==> src/rtl/note_seq_pkg.sv <==
// Shared types and tempo arithmetic for the note sequencer.
// Latency: n/a (elaboration-time constants and types only).
// Backpressure: n/a.
package note_seq_pkg;

  typedef enum logic [1:0] {
    ST_IDLE,
    ST_RUN,
    ST_PAUSE,
    ST_DONE
  } seq_state_t;

  localparam int unsigned NOTES_PER_MIN [8] = '{40, 60, 80, 100, 120, 140, 180, 220};

  // Clock cycles per note, rounded to nearest: (clk_hz*60 + rate/2) / rate.
  function automatic longint unsigned tick_period(longint unsigned clk_hz,
                                                  int unsigned idx);
    longint unsigned rate;
    rate = 64'(NOTES_PER_MIN[idx]);
    return (clk_hz * 64'd60 + rate / 64'd2) / rate;
  endfunction

  // Longest interval over the rate table; sizes the down-counter.
  function automatic longint unsigned max_tick_period(longint unsigned clk_hz);
    longint unsigned m;
    m = 64'd0;
    for (int i = 0; i < 8; i++) begin
      if (tick_period(clk_hz, i) > m) m = tick_period(clk_hz, i);
    end
    return m;
  endfunction

endpackage

==> src/rtl/tick_divider.sv <==
// Loadable down-counter that times one note interval.
// Latency: load takes effect at the next edge; zero is decoded from the count.
// Backpressure: hold freezes the count; it stops at zero until reloaded.
// Ports: clk/resetn; period = interval length in cycles (loads period-1);
//        load, hold controls; zero flag and current count.
module tick_divider #(
  parameter int unsigned CNT_W = 27
) (
  input  logic             clk,
  input  logic             resetn,
  input  logic [CNT_W:0]   period,
  input  logic             load,
  input  logic             hold,
  output logic             zero,
  output logic [CNT_W-1:0] count
);

  logic [CNT_W:0] reload_val;

  assign reload_val = period - 1'b1;

  always_ff @(posedge clk) begin
    if (!resetn) begin
      count <= '0;
    end else if (load) begin
      count <= reload_val[CNT_W-1:0];
    end else if (!hold && (count != '0)) begin
      count <= count - 1'b1;
    end
  end

  assign zero = (count == '0);

endmodule

==> src/rtl/note_sequencer.sv <==
// Tempo-driven sequencer walking a note-memory address window at a selectable rate.
// Latency: start shows address/step/running after one edge; steps are P cycles apart.
// Backpressure: pause level freezes interval and address; each paused cycle adds one.
// Ports: clk, resetn (sync, active-low); start/stop pulses, pause level, loop_en,
//        speed[2:0], start_addr/end_addr window -> address, step, running, done.
module note_sequencer
  import note_seq_pkg::*;
#(
  parameter int unsigned CLK_HZ = 50_000_000,
  parameter int unsigned ADDR_W = 6
) (
  input  logic              clk,
  input  logic              resetn,
  input  logic              start,
  input  logic              stop,
  input  logic              pause,
  input  logic              loop_en,
  input  logic [2:0]        speed,
  input  logic [ADDR_W-1:0] start_addr,
  input  logic [ADDR_W-1:0] end_addr,
  output logic [ADDR_W-1:0] address,
  output logic              step,
  output logic              running,
  output logic              done
);

  localparam int unsigned CNT_W = $clog2(max_tick_period(64'(CLK_HZ)));
  localparam int unsigned PER_W = CNT_W + 1;

  seq_state_t        state;
  logic [ADDR_W-1:0] first_addr;   // start_addr captured at start; loop target
  logic [PER_W-1:0]  period_tbl [8];
  logic [PER_W-1:0]  period_sel;
  logic              tick_zero;
  logic [CNT_W-1:0]  tick_count;
  logic              run_active;
  logic              expire;
  logic              at_end;
  logic              div_load;
  logic              div_hold;
  logic              unused_count;

  for (genvar g = 0; g < 8; g++) begin : g_period
    assign period_tbl[g] = PER_W'(tick_period(64'(CLK_HZ), g));
  end

  // speed only matters when the divider reloads, so a mid-interval change
  // naturally applies from the next interval.
  assign period_sel = period_tbl[speed];

  // PAUSE with pause released behaves as RUN on the same edge, so exactly
  // one cycle is added per paused cycle.
  assign run_active = ((state == ST_RUN) || (state == ST_PAUSE)) && !pause;
  assign expire     = run_active && tick_zero;
  assign at_end     = (address == end_addr);

  assign div_load = !stop && (start || (expire && (!at_end || loop_en)));
  assign div_hold = stop || start || !run_active;

  tick_divider #(
    .CNT_W (CNT_W)
  ) u_tick_divider (
    .clk    (clk),
    .resetn (resetn),
    .period (period_sel),
    .load   (div_load),
    .hold   (div_hold),
    .zero   (tick_zero),
    .count  (tick_count)
  );

  // Count value is only needed for debug visibility.
  assign unused_count = ^tick_count;

  always_ff @(posedge clk) begin
    if (!resetn) begin
      state      <= ST_IDLE;
      address    <= '0;
      first_addr <= '0;
      step       <= 1'b0;
      running    <= 1'b0;
      done       <= 1'b0;
    end else begin
      step <= 1'b0;
      if (stop) begin
        state   <= ST_IDLE;
        running <= 1'b0;
        done    <= 1'b0;
      end else if (start) begin
        state      <= ST_RUN;
        address    <= start_addr;
        first_addr <= start_addr;
        step       <= 1'b1;
        running    <= 1'b1;
        done       <= 1'b0;
      end else if ((state == ST_RUN) || (state == ST_PAUSE)) begin
        if (pause) begin
          state <= ST_PAUSE;
        end else begin
          state <= ST_RUN;
          if (expire) begin
            if (!at_end) begin
              address <= address + 1'b1;
              step    <= 1'b1;
            end else if (loop_en) begin
              address <= first_addr;
              step    <= 1'b1;
            end else begin
              state   <= ST_DONE;
              running <= 1'b0;
              done    <= 1'b1;
            end
          end
        end
      end
    end
  end

endmodule

==> config.mk <==
export PLATFORM = sky130hd
export DESIGN_NAME = note_sequencer
export DESIGN_NICKNAME = d
export VERILOG_FILES = /design/src/rtl/note_seq_pkg.sv /design/src/rtl/tick_divider.sv /design/src/rtl/note_sequencer.sv
export SDC_FILE = /design/constraint.sdc
export NUM_CORES = 1
export LEC_CHECK = 0
export CAP_MARGIN = 20
export CORE_ASPECT_RATIO = 0.6
export CORE_UTILIZATION = 58
export CTS_CLUSTER_SIZE = 20
export DETAILED_ROUTE_END_ITERATION = 8
export PLACE_DENSITY_LB_ADDON = 0.15
export SETUP_SLACK_MARGIN = 0.5
export SLEW_MARGIN = 40
export SYNTH_ARGS = -nofsm -noshare
export SYNTH_HDL_FRONTEND = slang
export SYNTH_SLANG_ARGS = --single-unit
==> constraint.sdc <==
create_clock -name clk -period 5.35 [get_ports clk]
set_input_delay 1.605 -clock clk [delete_from_list [all_inputs] [get_ports clk]]
set_output_delay 1.605 -clock clk [all_outputs]
set_load 0.01 [all_outputs]
### Word level (Yosys, flattened, before mapping)

Memory sizes are Yosys's and may differ from the RTL's.
Index checks and enable logic that the tools add are counted.

| word-level totals | value |
|---|---|
| memory bits (read-only) | 224 |
| memories kept | 1 |
| register bits | 44 |
| input port bits | 21 |
| word-level logic and storage cells | 79 |
| latch bits | 0 |
| bits in writable memories | 0 |

| operators by class | value |
|---|---|
| multiplexer cells | 28 |
| reduce and logical (&&, ||, !) cells | 27 |
| add/subtract/negate cells | 3 |
| equal/unequal tests | 6 |
| div/mod/pow operators | 0 |
| order comparisons | 1 |
| $mul | 0 |
| bitwise gates (word level) | 5 |
| shift-type cells | 0 |

Memory list:

| name | words | width | rd ports | clocked after Yosys merged registers in | wr ports | line | RTL |
|---|---|---|---|---|---|---|---|
| (no name shown) | 8 | 28 | 1 | 0 | 0 | note_sequencer.sv:49 | `assign period_sel = period_tbl[speed];` |

Operators by type and width:

| operator | count |
|---|---|
| 2-to-1 mux 27 bit | 4 |
| subtractor 27 x 1 -> 27 bit (second input constant) | 2 |
| 2-to-1 mux 6 bit | 6 |
| zero test 27 bit | 1 |
| nonzero test 27 bit | 1 |
| AND reduction 5 bit | 3 |
| 2-to-1 mux 1 bit | 14 |
| 2-to-1 mux 2 bit | 4 |
| nonzero test 2 bit | 4 |
| adder 6 x 1 -> 6 bit (second input constant) | 1 |
| equality test 6 bit | 1 |
| logical AND 1 bit | 5 |
| zero test 1 bit | 5 |
| logical OR 1 bit | 5 |
| >= comparator 4 bit (second input constant) | 1 |
| != test 2 bit (second input constant) | 2 |
| inverter 1 bit | 4 |
| inverter 3 -> 4 bit | 1 |
| != test 3 bit (second input constant) | 1 |
| OR reduction 3 bit | 1 |
| equality test 2 x 1 -> 1 bit (second input constant) | 1 |
| equality test 2 bit (second input constant) | 1 |
| AND reduction 2 bit | 1 |
| OR reduction 2 bit | 1 |

### Depth between registers and ports, before layout

Gate-level depths: netlist of the first run.

| logic depth | value |
|---|---|
| depth in word-level cells | 9 |
| gate-level depth with buffers | 15 |
| depth with buffers taken out | 13 |

### Cells and area by module

From an unflattened synthesis of the first run, not the netlist that was laid out.

| unflattened totals | value |
|---|---|
| cells, all modules | 431 |
| area, all modules | 3498.4 um2 |

Modules (own cells, without submodules):

| module | cells each | area an instance (um2) | instances | seq. area each (um2) |
|---|---|---|---|---|
| tick_divider | 277 | 2218.4 | 1 | 540.5 |
| note_sequencer | 154 | 1280.0 | 1 | 340.3 |

### Worst setup path before layout of the first run

No wires, ideal clock.

| path | value |
|---|---|
| kind | input port to flip-flop |
| start | input end_addr[4] |
| end | register u_tick_divider.count[26] |
| buffers on the path | 1 |
| stages | 14 |
| slack | 0.522 ns |
| arrival time | 4.710 ns |
| path through | xor2_1 -> nor4_4 -> a32oi_1 -> nand2_1 -> clkbuf_1 -> nor2_1 -> a21oi_1 -> ha_1 -> o221ai_1 -> a41oi_1 -> o21ai_2 -> or4_1 -> mux2i_1 -> a32o_2 |

| between the ends | value |
|---|---|
| word-level cells in the longest chain between the ends | 7 |

RTL lines:

| item | line | RTL |
|---|---|---|
| start, declared | note_sequencer.sv:20 | `input logic [ADDR_W-1:0] end_addr,` |
| equality test 6 bit * | note_sequencer.sv:55 | `assign at_end = (address == end_addr);` |
| zero test 1 bit * | - |  |
| logical OR 1 bit * | note_sequencer.sv:57 | `assign div_load = !stop && (start \|\| (expire && (!at_end \|\| loop_en)));` |
| logical AND 1 bit * | note_sequencer.sv:57 |  |
| logical OR 1 bit * | note_sequencer.sv:57 |  |
| logical AND 1 bit * | note_sequencer.sv:57 |  |
| 2-to-1 mux 27 bit or nonzero test 2 bit (tied branches) | - |  |
| end signal, assigned | tick_divider.sv:26 | `count <= reload_val[CNT_W-1:0];` |
| end signal, assigned | tick_divider.sv:28 | `count <= count - 1'b1;` |
| end, declared | tick_divider.sv:15 | `output logic [CNT_W-1:0] count` |

Mark *: on every way between the ends. The rest lies on a longest branch, timed or not.
A chain may end at the register's enable or synchronous reset.

### Worst setup path after layout of the first run

| path | value |
|---|---|
| start | input end_addr[4] |
| end | register u_tick_divider.count[12] |

Same word-level chain as after synthesis.

==> results.txt, run 1 <==
----------------------------------------------------
[Clock network]
  Root buffer selected by CTS ... clkbuf_8
  CTS tree ... yes
  H-tree depth reported by CTS ... 2
  Maximum root-to-sink buffer count ... 2
  Clock latency on the worst-skew pair ... 0.31 ns
  Number of buffers created by CTS ... 5
  Clock-pin transition on the worst setup and hold timing paths ... 0.09 ns
  Num Clock Sinks ... 44
  Quantity of hold-fixing buffers added after cts ... 0

[Layout]
  Fill cell total of the finished layout ... 419
  Area taken by flip-flops and latches ... 881 um2
  Relative area change from synthesis to final layout ... 16.9%
  Fraction of final layout cells sized beyond drive strength 1 ... 9.70%
  Utilization after layout ... 70.5%
  Multi-input combinational cell area ... 2090 um2
  Commonest non-fill, non-tap cell in the layout ... nand2_1
  Number of nets at the end of the flow ... 461
  Highest-count cells in the layout ignoring fill and taps ... 48 x nand2_1, 44 x dfxtp_1, 41 x nor2_1
  Number of antenna diodes ... 0

[Die]
  Starting Density ... 60.3%
  Die footprint ... 5590 um2
  Row Count ... 20
  Die height ... 58.3 um
  DIE WIDTH ... 95.9 um
  Placeable core region ... 5080 um2
  Total I/O pin count ... 30

[Pwr]
  Design internal power ... 0.695 mW
  Combinational Power Share ... 46.6%
  Total power per unit cell area ... 337 nW/um2
  Fraction of power spent switching nets ... 42.4%
  Leak ... 1.35 nW
  Net switching power figure ... 0.512 mW
  VDD IR max ... 195 uV
  Share of total power in sequential cells ... 34.7%
  Relative contribution of the clock network to total power ... 18.7%

[Setup path]
  Crit path required time ... 5.54 ns
  Data arrival time of the critical path ... 4.91 ns
  Source of the worst register-to-register timing path ... u_tick_divider.count[19]$_SDFFE_PN0P_
  Critical Path Fanout Max ... 5
  Worst Setup Start Kind ... input pin
  Endpoint type of the worst setup path ... register
  Worst setup startpoint ... end_addr[4]
  Kind of critical path ... in2reg
  Worst-case register-to-register setup slack ... 1.51 ns

[Global route]
  Maximum number of pins on one net before global-route repair ... 41
  Global Route Usage Sum ... 34.7%
  Global-route wire length before repair ... 14600 um
  Global-route congestion overflow total ... 0
  Vias in the first global route ... 2890
  Antenna violations before repair ... 0

[Placed design]
  Total half-perimeter wirelength after legalization and detailed placement ... 6840 um
  PortBufs ... 29
  Routability-driven placement congestion ratio ... 0.987

[Drt]
  DRC Markers ... 0
  Violation count after the first detailed-routing iteration ... 370
  Vias/cell ... 6.70
  WL/cell ... 18.9 um
  Residual antenna-violating net count after detailed routing ... 0
  Overall routed net length ... 9430 um
  Vias post-DR ... 3345
  Pre-antenna DRT Iters ... 6

[Synthesis]
  Library cell with the largest summed area after synthesis ... dfxtp_1
  Async set-reset flop share out of synthesis ... 0%
  Most common flop cell mapped by yosys ... dfxtp_1
  Number of library cell types mapped by synthesis ... 59
  Proportion of synthesized chip area in sequential cells ... 28.7%
  Synth Cell Area ... 3070 um2
  Proportion of netlist area held by the largest area contributor ... 28.7%
  Net Count, Synth ... 433
  Post-synthesis register bit count ... 44
  Number of enable flip-flop cells after synthesis ... 0
  Post-Syn Area per Cell ... 7.59 um2
  Ys Warns ... 0
  Top cells by area in the synthesized netlist ... dfxtp_1 29%, nand2_1 6.0%, a21oi_1 5.6%, nor2_1 5.0%, a211oi_1 4.4%
  Synthesized instance count ... 404

[STA]
  Total negative slack ... 0 ns
  Fraction of the cycle the final worst path needs ... 88.2%
  Number of failing setup endpoints in the final timing report ... 0
  Post-route minimum period ... 4.72 ns
  Max-slew violations ... 0
  Worst-margin pin slew ... 0.838 ns
  Unrepaired setup endpoints after global routing ... no
  Relative max-transition margin ... 44.1%
  Count of final hold-check violations ... 0
  Clock tree skew after final layout ... 0.00959 ns
  Maximum clock frequency ... 212 MHz

[Min path]
  Startpoint of the most critical hold path ... first_addr[3]$_SDFFE_PN0P_
  Worst hold path class ... reg2reg

[Run status]
  Status ... finished clean

[Flow run]
  Max-cap check violation count ... 0

----------------------------------------------------
## power groups by stage
stage | Clock (mW) | Combinational, mW | Sequential, mW
after global routing | 0.238 | 0.605 | 0.424
after floorplan | 0 | 0.376 | 0.413
after CTS | 0.225 | 0.531 | 0.416
final | 0.225 | 0.563 | 0.419
after detailed placement | 0 | 0.524 | 0.424
after global placement | 0 | 0.516 | 0.422
## kinds of logic after synthesis
family | Yosys count | synth area share (%)
and+or+nand+nor | 165 | 27.2
adders and majority gates | 9 | 3.59
AOI/OAI and AO/OA | 125 | 27.6
DFF | 44 | 28.7
xor gates and xnor gates | 25 | 7.14
buffers and inverters | 31 | 4.04
muxes | 5 | 1.67
## registers in the layout (all words and copies together), names as in the netlist
signal                cells
done                      1
u_tick_divider.count     27
running                   1
address                   6
state                     2
first_addr                6
step                      1
## cell usage after synthesis (3+ instances only)
| library cell | number |
|---|---|
| a211oi_1 | 18 |
| and2_1 | 3 |
| nand2b_1 | 6 |
| mux2i_1 | 4 |
| o221ai_1 | 3 |
| nand2_1 | 49 |
| or4_1 | 5 |
| a31oi_1 | 8 |
| nor2b_1 | 5 |
| dfxtp_1 | 44 |
| nand3b_1 | 5 |
| ha_1 | 8 |
| xnor2_1 | 11 |
| o211ai_1 | 3 |
| inv_1 | 7 |
| or3_1 | 8 |
| o31ai_1 | 7 |
| buf_1 | 3 |
| nor2_1 | 41 |
| xor2_1 | 14 |
| and3_1 | 5 |
| nand4_1 | 3 |
| nor4_1 | 4 |
| nand3_1 | 10 |
| buf_2 | 6 |
| o21ai_0 | 25 |
| a21oi_1 | 34 |
| clkbuf_1 | 15 |
| nor3_1 | 15 |
## critical path, stage by stage
cell             delay (ns)
clkdlybuf4s50_1        0.41
xor2_1                 0.17
nor4_4                 0.36
a32oi_2                0.20
nand2_2                0.15
nor2_1                 0.09
a21oi_1                0.17
ha_2                   0.27
o221ai_1               0.16
a41oi_2                0.25
o21a_2                 0.24
nand2b_1               0.12
o311a_1                0.30
o41a_1                 0.40
## metal layers
layer	global-route usage [%]	part of all wire, %	up-vias
met3	11.8	15	29
met5	0	0	-
met2	48.2	39	251
met1	51.8	44	1524
li1	-	-	1541
met4	6.61	1.8	0
## worst paths after layout
kind                                           end  cells past startpoint
max          u_tick_divider.count[12]$_SDFFE_PN0P_                     14
min                     first_addr[3]$_SDFFE_PN0P_                      2
max reg2reg  u_tick_divider.count[12]$_SDFFE_PN0P_                     12
min reg2reg             first_addr[3]$_SDFFE_PN0P_                      2
## metrics by stage
| step | setup slack, ns | power, mW | cells | cell area (um2) | hold WS, ns |
|---|---|---|---|---|---|
| after detailed placement | 0.176 | 0.948 | 490 | 3450 | 0.447 |
| after global placement | 0.388 | 0.938 | 490 | 3450 | 0.443 |
| final | 0.629 | 1.21 | 499 | 3580 | 0.457 |
| after global routing | 0.492 | 1.27 | 499 | 3580 | 0.487 |
| after CTS | 0.554 | 1.17 | 498 | 3550 | 0.458 |
| after floorplan | 0.522 | 0.789 | 404 | 3070 | 0.432 |
## final cells by class
class	instances	area share (%)
Multi-Input combinational cell	329	58.3
Sequential cell	44	24.6
Timing Repair Buffer	45	11.5
Clock buffer	6	2.31
Tap cell	66	2.31
Inverter	7	0.733
Clock inverter	2	0.279
## what timing repair did
item	4_1_cts	5_1_grt
resized for setup	1	5
buffers inserted	0	1
hold endpoints to repair	0	0
setup endpoints to repair	1	6
Note: power is estimated with default switching activity, not from simulation.
==> run 2, diff against run 1 <==
GPL_TIMING_DRIVEN = 1   (was default)
==> results of run 2 <==
No change in the layout: final DEF, timing and power equal those of run 1.
==> run 3, diff against run 2 <==
CORE_UTILIZATION = 62   (was 58)
SKIP_CTS_REPAIR_TIMING = 1   (was default)
clock period = 5.5 ns   (was 5.35 ns; I/O delays follow)
==> results.txt, run 3 (synthesis gave the netlist of run 1 again) <==
----------------------------------------------------
[Pwr]
  Design internal power ... 0.701 mW (was 0.695 mW)
  Total power per unit cell area ... 340 nW/um2 (was 337 nW/um2)
  Share of total power in sequential cells ... 33.5% (was 34.7%)
  Leak ... 1.34 nW (was 1.35 nW)
  Net switching power figure ... 0.512 mW (about the same)
  VDD IR max ... 216 uV (was 195 uV)
  Fraction of power spent switching nets ... 42.2% (was 42.4%)
  Relative contribution of the clock network to total power ... 21.4% (was 18.7%)
  Combinational Power Share ... 45.0% (was 46.6%)

[Clock network]
  Num Clock Sinks ... 44 (unchanged)
  Root buffer selected by CTS ... clkbuf_8 (unchanged)
  CTS tree ... yes (unchanged)
  Clock-pin transition on the worst setup and hold timing paths ... 0.09 ns (about the same)
  Clock latency on the worst-skew pair ... 0.31 ns (about the same)
  Number of buffers created by CTS ... 5 (unchanged)
  Maximum root-to-sink buffer count ... 2 (unchanged)
  H-tree depth reported by CTS ... 2 (unchanged)

[Setup path]
  Crit path required time ... 5.71 ns (was 5.54 ns)
  Worst Setup Start Kind ... input pin (unchanged)
  Critical Path End ... u_tick_divider.count[26]$_SDFFE_PN0P_ (was u_tick_divider.count[12]$_SDFFE_PN0P_)
  Cell repeated most along the worst path ... ha_1
  Cell-by-cell trace of the critical path ... clkdlybuf4s50_1, inv_1, ha_1, nand2_1, nor2_1, a21oi_1, ha_1, o221ai_1, a41oi_2, o21ai_2, or4_1, mux2i_1, a32o_2 (was clkdlybuf4s50_1, xor2_1, nor4_4, a32oi_2, nand2_2, nor2_1, a21oi_1, ha_2, o221ai_1, a41oi_2, o21a_2, nand2b_1, o311a_1, o41a_1)
  Critical Path Fanout Max ... 8 (was 5)
  Critical-path top delay cell ... clkdlybuf4s50_1 (unchanged)
  Source of the worst register-to-register timing path ... u_tick_divider.count[19]$_SDFFE_PN0P_ (unchanged)
  Top Family by Delay on Critical Path ... compound AO/OA/AOI/OAI gates (unchanged)
  Kind of critical path ... in2reg (unchanged)
  Worst setup startpoint ... speed[1] (was end_addr[4])
  Number of buffer and inverter instances along the worst setup path ... 2 (was 1)
  Worst-case register-to-register setup slack ... 1.61 ns (was 1.51 ns)
  Cell count of the worst reg-to-reg path ... 12 (unchanged)
  Data arrival time of the critical path ... 5.10 ns (was 4.91 ns)
  Worst stage delay on the critical path ... 0.66 ns (was 0.41 ns)
  Worst reg2reg path endpoint ... u_tick_divider.count[26]$_SDFFE_PN0P_ (was u_tick_divider.count[12]$_SDFFE_PN0P_)
  Endpoint type of the worst setup path ... register (unchanged)
  Crit. path cell count ... 13 (was 14)

[Global route]
  Antenna violations before repair ... 0 (unchanged)
  Global-route congestion overflow total ... 0 (unchanged)
  Vias in the first global route ... 2972 (was 2890)
  Global Route Usage Sum ... 37.1% (was 34.7%)
  Maximum number of pins on one net before global-route repair ... 49 (was 41)
  Global-route wire length before repair ... 15000 um (was 14600 um)

[Layout]
  Total non-filler cell area in the finished layout ... 3570 um2 (was 3580 um2)
  Number of nets at the end of the flow ... 459 (was 461)
  Largest registers ... u_tick_divider.count x27, address x6, first_addr x6 (unchanged)
  Utilization after layout ... 76.6% (was 70.5%)
  Number of antenna diodes ... 0 (unchanged)
  Largest reg by FF count ... u_tick_divider.count (unchanged)
  Commonest non-fill, non-tap cell in the layout ... nand2_1 (unchanged)
  Relative area change from synthesis to final layout ... 16.5% (was 16.9%)
  Max FFs per register ... 27 (unchanged)
  Fraction of final layout cells sized beyond drive strength 1 ... 8.58% (was 9.70%)
  Highest-count cells in the layout ignoring fill and taps ... 48 x nand2_1, 44 x dfxtp_1, 41 x nor2_1 (unchanged)

[STA]
  Relative max-transition margin ... 45.6% (was 44.1%)
  Worst-margin pin slew ... 0.811 ns (was 0.838 ns)
  Clock tree skew after final layout ... 0.00747 ns (was 0.00959 ns)
  Max-slew violations ... 0 (unchanged)
  Maximum clock frequency ... 205 MHz
  Unrepaired setup endpoints after global routing ... no (unchanged)
  Total negative slack ... 0 ns (unchanged)
  Post-route minimum period ... 4.89 ns
  Count of final hold-check violations ... 0 (unchanged)
  Number of failing setup endpoints in the final timing report ... 0 (unchanged)
  Fraction of the cycle the final worst path needs ... 88.9%

[Drt]
  Vias/cell ... 6.90 (was 6.70)
  Violation count after the first detailed-routing iteration ... 533 (was 370)
  WL/cell ... 19.5 um (was 18.9 um)
  Residual antenna-violating net count after detailed routing ... 0 (unchanged)
  Vias post-DR ... 3411 (was 3345)
  Pre-antenna DRT Iters ... 6 (unchanged)
  DRC Markers ... 0 (unchanged)
  Overall routed net length ... 9630 um (was 9430 um)

[Die]
  Die height ... 56.5 um (was 58.3 um)
  Starting Density ... 65.8% (was 60.3%)
  DIE WIDTH ... 92.8 um (was 95.9 um)
  Row Count ... 19 (was 20)
  Die footprint ... 5240 um2 (was 5590 um2)
  Placeable core region ... 4660 um2 (was 5080 um2)
  Total I/O pin count ... 30 (unchanged)

[Min path]
  Startpoint of the most critical hold path ... first_addr[4]$_SDFFE_PN0P_ (was first_addr[3]$_SDFFE_PN0P_)
  Worst hold path class ... reg2reg (unchanged)

[Flow run]
  Max-cap check violation count ... 0 (unchanged)

[Placed design]
  PortBufs ... 29 (unchanged)
  Total cell area at the placement stage ... 3410 um2 (was 3450 um2)
  Routability-driven placement congestion ratio ... 0.973 (was 0.987)
  Total half-perimeter wirelength after legalization and detailed placement ... 6660 um (was 6840 um)

[Run status]
  Status ... finished clean (unchanged)

----------------------------------------------------
run 3: metrics by stage:
stage	cells	setup WS, ns	hold WS, ns	total power, mW
floorplan	404	0.627	0.432	0.768
detailed placement	482	0.170	0.450	0.914
global placement	482	0.346	0.439	0.904
finish	494	0.612	0.466	1.21
CTS	490	0.498	0.464	1.17
global route	494	0.493	0.476	1.26
run 3: final cells by class:
| class | instances | area (um2) |
|---|---|---|
| multi-input cells | 329 | 2080 |
| fillers | 347 | 1090 |
| flip-flops and latches | 44 | 881 |
| repair buffers | 43 | 395 |
| well taps | 63 | 78.8 |
| clock buffers | 5 | 68.8 |
| clock inverters | 3 | 42.5 |
| inverters | 7 | 26.3 |
run 3: power groups by stage:
stage          Combinational [mW]  Sequential (mW)  Clock (mW)
2_1_floorplan               0.366            0.402           0
3_3_place_gp                0.494            0.409           0
3_5_place_dp                0.503            0.411           0
4_1_cts                     0.509            0.404       0.259
5_1_grt                     0.580            0.411       0.273
6_report                    0.547            0.407       0.260
run 3: layer usage:
metal  wire (um)  global-route usage (%)
met2        3770                    48.2
met3        1470                    12.1
met5           0                       0
met1        4110                    55.0
met4         282                    14.9
run 3: worst min-delay path by stage:
| stage | end | slack, ns | cells after the start |
|---|---|---|---|
| global placement | first_addr[0]$_SDFFE_PN0P_ | 0.44 | 2 |
| CTS | first_addr[0]$_SDFFE_PN0P_ | 0.46 | 2 |
| floorplan | first_addr[0]$_SDFFE_PN0P_ | 0.43 | 2 |
| detailed placement | first_addr[2]$_SDFFE_PN0P_ | 0.45 | 2 |
| global route | first_addr[0]$_SDFFE_PN0P_ | 0.48 | 2 |
| finish | first_addr[4]$_SDFFE_PN0P_ | 0.47 | 2 |
run 3: worst reg2reg max path: cells and delay by family (launching register included):
family | cells | cell delay (ns)
multiplexers | 1 | 0.14
AO/OA/AOI/OAI | 6 | 1.36
adder cells (fa/ha/maj) | 1 | 0.29
AND/OR/NAND/NOR | 4 | 1.64
flip-flops | 1 | 0.36
